**src/rtl/dm_cache_ctrl.sv**
```systemverilog
// rtl/dm_cache_ctrl.sv - direct-mapped write-through cache between picorv32 and backing memory
module dm_cache_ctrl #(
  parameter int                  ADDR_W        = 32,
  parameter int                  LINES         = 64,
  parameter logic [ADDR_W-1:0]   UNCACHED_BASE = ADDR_W'(32'h1000_0000),
  parameter int                  CNT_W         = 32
) (
  input  logic              clk,
  input  logic              reset,
  input  logic              cpu_valid,
  output logic              cpu_ready,
  input  logic [ADDR_W-1:0] cpu_addr,
  input  logic [31:0]       cpu_wdata,
  input  logic [3:0]        cpu_wstrb,
  output logic [31:0]       cpu_rdata,
  output logic              mem_valid,
  input  logic              mem_ready,
  output logic [ADDR_W-1:0] mem_addr,
  output logic [31:0]       mem_wdata,
  output logic [3:0]        mem_wstrb,
  input  logic [31:0]       mem_rdata,
  input  logic              flush,
  input  logic              stats_clr,
  output logic [CNT_W-1:0]  hit_count,
  output logic [CNT_W-1:0]  miss_count
);
  localparam int IDX_W = $clog2(LINES);
  localparam int TAG_W = ADDR_W - IDX_W - 2;

  typedef enum logic [1:0] {IDLE, HIT_RESP, MEM_REQ, RESP} state_t;
  state_t state, state_next;

  logic [LINES-1:0] line_valid;
  logic [TAG_W-1:0] line_tag  [LINES];
  logic [31:0]      line_data [LINES];
  logic             flush_pending;

  logic [IDX_W-1:0] cpu_idx, req_idx;
  logic [TAG_W-1:0] cpu_tag, req_tag;
  logic             cpu_cacheable, req_cacheable, req_write;
  logic             lookup_hit, accept, do_flush, mem_done, req_line_hit;
  logic             hit_inc, miss_inc;
  logic             unused_bits;

  assign cpu_idx       = cpu_addr[IDX_W+1:2];
  assign cpu_tag       = cpu_addr[ADDR_W-1:IDX_W+2];
  assign cpu_cacheable = cpu_addr < UNCACHED_BASE;
  assign lookup_hit    = cpu_cacheable && line_valid[cpu_idx] && (line_tag[cpu_idx] == cpu_tag);

  // The latched request lives in the mem_* registers for the whole transaction.
  assign req_idx       = mem_addr[IDX_W+1:2];
  assign req_tag       = mem_addr[ADDR_W-1:IDX_W+2];
  assign req_cacheable = mem_addr < UNCACHED_BASE;
  assign req_write     = |mem_wstrb;
  assign req_line_hit  = req_cacheable && line_valid[req_idx] && (line_tag[req_idx] == req_tag);

  assign accept   = (state == IDLE) && cpu_valid && !cpu_ready && !flush_pending;
  assign do_flush = (state == IDLE) && flush_pending;
  assign mem_done = (state == MEM_REQ) && mem_ready;
  assign hit_inc  = accept && (cpu_wstrb == 4'b0) && lookup_hit;
  assign miss_inc = mem_done && !req_write && req_cacheable;

  assign unused_bits = ^{cpu_addr[1:0], mem_addr[1:0]};

  always_comb begin
    state_next = state;
    case (state)
      IDLE:     if (accept) state_next = ((cpu_wstrb == 4'b0) && lookup_hit) ? HIT_RESP : MEM_REQ;
      HIT_RESP: state_next = IDLE;
      MEM_REQ:  if (mem_ready) state_next = RESP;
      RESP:     state_next = IDLE;
      default:  state_next = IDLE;
    endcase
  end

  always_ff @(posedge clk) begin
    if (reset) state <= IDLE;
    else       state <= state_next;
  end

  always_ff @(posedge clk) begin
    if (reset) begin
      cpu_ready     <= 1'b0;
      cpu_rdata     <= 32'h0;
      mem_valid     <= 1'b0;
      mem_addr      <= '0;
      mem_wdata     <= 32'h0;
      mem_wstrb     <= 4'h0;
      line_valid    <= '0;
      flush_pending <= 1'b0;
    end else begin
      cpu_ready     <= (state_next == HIT_RESP) || (state_next == RESP);
      mem_valid     <= (state_next == MEM_REQ);
      flush_pending <= flush || (flush_pending && !do_flush);
      if (do_flush) line_valid <= '0;
      if (accept) begin
        mem_addr  <= {cpu_addr[ADDR_W-1:2], 2'b00};
        mem_wdata <= cpu_wdata;
        mem_wstrb <= cpu_wstrb;
        if (lookup_hit) cpu_rdata <= line_data[cpu_idx];
      end
      if (mem_done) begin
        cpu_rdata <= mem_rdata;
        if (miss_inc) line_valid[req_idx] <= 1'b1;
      end
    end
  end

  // Tag and data arrays carry no reset; the valid bits gate every use.
  always_ff @(posedge clk) begin
    if (miss_inc) begin
      line_tag[req_idx]  <= req_tag;
      line_data[req_idx] <= mem_rdata;
    end else if (mem_done && req_write && req_line_hit) begin
      for (int b = 0; b < 4; b++)
        if (mem_wstrb[b]) line_data[req_idx][8*b +: 8] <= mem_wdata[8*b +: 8];
    end
  end

  always_ff @(posedge clk) begin
    if (reset || stats_clr) begin
      hit_count  <= '0;
      miss_count <= '0;
    end else begin
      if (hit_inc && (hit_count != {CNT_W{1'b1}}))   hit_count  <= hit_count + CNT_W'(1);
      if (miss_inc && (miss_count != {CNT_W{1'b1}})) miss_count <= miss_count + CNT_W'(1);
    end
  end
endmodule

```
**config.mk**
```make
export PLATFORM = sky130hd
export DESIGN_NAME = dm_cache_ctrl
export DESIGN_NICKNAME = d
export VERILOG_FILES = /design/src/rtl/dm_cache_ctrl.sv
export SDC_FILE = /design/constraint.sdc
export NUM_CORES = 2
export LEC_CHECK = 0
export BUFFER_PORTS_ARGS = -buffer_cell sky130_fd_sc_hd__buf_2
export CORE_UTILIZATION = 24
export CTS_BUF_LIST = sky130_fd_sc_hd__clkbuf_16
export DETAILED_ROUTE_END_ITERATION = 12
export PLACE_DENSITY = 0.34
export SLEW_MARGIN = 20
export SYNTH_ARGS = -nofsm -noshare
export SYNTH_HDL_FRONTEND = slang
export SYNTH_SLANG_ARGS = --single-unit
```
**constraint.sdc**
```tcl
create_clock -name clk -period 5.6 [get_ports clk]
set_input_delay 1.12 -clock clk [delete_from_list [all_inputs] [get_ports clk]]
set_output_delay 1.12 -clock clk [all_outputs]
set_load 0.005 [all_outputs]
```
==> flow_metrics.py <==
metrics = {
    "timing": {
        "post-route-period-util_pct": 98.6,
        "drv_slew": 0,
        "setup_slack_ns": 0.0772,
        "post-route-min-period_ns": 5.52,
        "finalSetupViolations": 0,
        "timing.max_slew.rel_slack_pct": 22.5,
        "rsz0062_at_grt": "false",
        "finalClockSkew_ns": 0.112,
        "final.setup.tns_ns": 0,
        "final_hold_violation_count": 0,
        "achievable-frequency_ghz": 0.181,
        "worst_pin_slew_ns": 1.16,
    },
    "die": {
        "die_y_um": 824,
        "boundaryPins": 272,
        "initial_utilization_pct": 24.1,
        "design.core.area_um2": 673000,
        "floorplan.rows": 301,
        "dieWidth_um": 824,
        "dieArea_um2": 679000,
    },
    "routing": {
        "vias": 91100,
        "detail_route.first_pass.iterations": 5,
        "top_signal_layer_used": "met5",
        "routed_wl_um": 669000,
        "drtAntennaViolNets": 0,
        "sum_of_met3_wire_segment_lengths_after_detailed_routing_um": 32500,
        "sum_of_routed_wire_segments_on_met1_um": 294000,
        "dr_wl_met2_um": 323000,
        "detailedRoute.firstIterationViolations": 9509,
        "wire_per_inst_um": 35.8,
        "avgViaCountPerCell": 4.87,
        "drcViolationCount": 0,
    },
    "clock_network": {
        "clock_tree.buffer_depth": 4,
        "ctsHtreeMaxLevel": 5,
        "clkLatencyLatePin_ns": 1.12,
        "root_buffer_cell": "clkbuf_16",
        "tritoncts.num_buffers": 456,
        "post_cts_buffers": 0,
        "cts.hold.buffers_added": 0,
        "cts.sink_count": 3821,
        "clk_transition_reported_paths_ns": 0.06,
        "cts_tree": "built",
    },
    "yosys": {
        "number_of_enable_flip_flop_cells_after_synthesis": 3584,
        "synth.yosys.warnings": 0,
        "synthesis.instances": 8230,
        "synth_top_cells_by_count": "edfxtp_1, mux4_2, nor2_1",
        "post-synth-top-area-cell": "edfxtp_1",
        "synthArstFlopShare_pct": 0,
        "netlist_top_cells_area": "edfxtp_1, mux4_2, dfxtp_1, mux2i_1, nor2_1",
        "synth_flop_cell": "edfxtp_1",
        "synthesis.area_um2": 162000,
        "synth-seq-cells": 3821,
        "synth.distinct_cells": 91,
        "post_synth.cell_area_avg_um2": 19.7,
        "register_area_share_after_synthesis_pct": 69.3,
        "synthMostInstantiatedCell": "edfxtp_1",
        "post-synth-top-area-fraction_pct": 66.3,
    },
    "critical_path": {
        "crit_path_cell_trace": "buf_12, buf_16, mux4_2, mux4_2, nand2b_1, a221o_1, o221ai_1, nand3_2, nor4_4, buf_4, and4_1, nand4_4, and2_2, buf_12, nor2_1, buf_4",
        "critPathMaxStageDelay_ns": 0.53,
        "criticalPathCategory": "reg2reg",
        "worst-path-stages": 16,
        "endpoint": "line_data[16][24]",
        "rr_endpoint": "line_data[16][24]",
        "reg2reg_setup_slack_ns": 0.08,
        "critical_path.top_delay_family": "simple AND/OR/NAND/NOR gates",
        "required_ns": 6.33,
        "critical_path_arrival_ns": 6.25,
        "cp_max_fo": 64,
        "number_of_cells_traversed_by_the_worst_register_to_register_path": 16,
        "timing.critical_path.slowest_stage_cell": "mux4_2",
        "timing.critical_path.from_type": "flip-flop",
        "crit_buf_inv": 5,
        "critPathCaptureType": "flip-flop",
    },
    "placement": {
        "port-buffer-count": 267,
        "routabilityCongestion": 0.796,
        "pre_cts_slack_ns": -0.438,
        "detailedPlacementHpwl_um": 430000,
        "postPlaceCellArea_um2": 183000,
    },
    "power": {
        "power.density_cell_area_nw_per_um2": 333,
        "power_mw": 65.9,
        "static-leakage-power_nw": 65.0,
        "max-vdd-ir-drop_uv": 281,
    },
    "cells_and_area": {
        "final_nets": 9461,
        "final_area_um2": 198000,
        "drive_above_1_share_pct": 35.6,
        "synthToLayoutAreaGrowth_pct": 22.0,
    },
    "grt": {
        "grt_remaining_overflow": 0,
        "grt_antenna_before_repair": 76,
        "grt_max_degree": 130,
        "global_route_usage_over_all_layers_pct": 19.2,
        "first_global_vias": 94400,
        "grt_first_pass_wirelength_um": 889000,
    },
    "run_status": {
        "run_status": "complete, no violations",
    },
    "min_path": {
        "hp-class": "in2reg",
    },
    "job": {
        "maxCapViolations": 0,
    },
}
registers in the layout (all words and copies together), names as in the netlist, 30 cells and up, named ones only:
name,flops
cpu_rdata,32
hit_count,32
line_data,2048
line_tag,1536
line_valid,64
mem_addr,30
mem_wdata,32
miss_count,32
worst min path at each step:
| stage | cells past startpoint | startpoint | to |
|---|---|---|---|
| 2_1_floorplan | 2 | mem_wdata[0] | mem_wdata[0] |
| 3_3_place_gp | 2 | mem_wdata[21] | mem_wdata[21] |
| 3_5_place_dp | 2 | mem_wdata[27] | mem_wdata[27] |
| 4_1_cts | 3 | flush | flush_pending |
| 5_1_grt | 3 | cpu_wdata[17] | mem_wdata[17] |
| 6_report | 3 | flush | flush_pending |
stage by stage:
stage               instances  hold slack [ns]  utilization, %
finish                  18700            0.267            29.4
global route            18700            0.217            29.4
CTS                     18700            0.192            29.4
detailed placement      17800            0.467            27.2
global placement        17800            0.457            27.2
floorplan                8231            0.463               -
kinds of logic (layout without fill, tap and decap cells):
logic type / after synthesis / count (layout) / synth area share (%)
buffers and inverters: 583 / 2099 / 1.90
other: 1 / 22 / 0.00231
DFF: 3821 / 3821 / 69.3
adders and majority gates: 2 / 2 / 0.0154
and+or+nand+nor: 1226 / 1226 / 3.48
AOI/OAI and AO/OA: 635 / 635 / 2.66
muxes: 1892 / 1892 / 22.3
xor gates and xnor gates: 70 / 70 / 0.378
cell type report:
cell class	instances	area [µm²]
clock inverters	390	3180
flip-flops and latches	3821	112000
clock buffers	462	11600
inverters	31	126
multi-input cells	3827	47500
well taps	8938	11200
diodes	20	50.0
repair buffers	1216	11800
fillers	66200	475000
worst register-to-register path, delay by kind of cell (launching register included):
family	cells	cell delay [ns]
buffers and inverters	5	1.18
AO/OA/AOI/OAI	2	0.55
multiplexers	2	1.08
flip-flops	1	0.43
AND/OR/NAND/NOR	7	1.90
where the power goes:
part           total [mW]  internal, mW  switching (mW)
combinational        4.92          1.88            3.03
sequential           31.5          31.3           0.133
clock                29.5          17.0            12.5
timing repair:
action / CTS / global route
endpoints found under the setup margin: 4096 / 2134
gates resized for setup: 8 / 7
cloned: 1 / 2
hold endpoints to repair: 0 / 0
pin swaps: 1 / 0
per-layer routing:
layer	global-route usage [%]	vias up
li1	-	36800
met1	26.3	50500
met2	32.0	2970
met3	2.53	804
met4	5.08	6
met5	0	-
cells in the final DEF (no fill, tap or decap), types with 122 or more instances in the layout:
master / instances
buf_4: 686
a22oi_1: 165
edfxtp_1: 3584
a21oi_1: 205
buf_12: 256
dfxtp_1: 204
inv_1: 125
mux2i_1: 467
mux4_2: 1373
buf_2: 261
clkinv_1: 122
clkbuf_16: 464
nand2_1: 297
nor2_1: 459
Note: power is estimated with default switching activity, not from simulation.
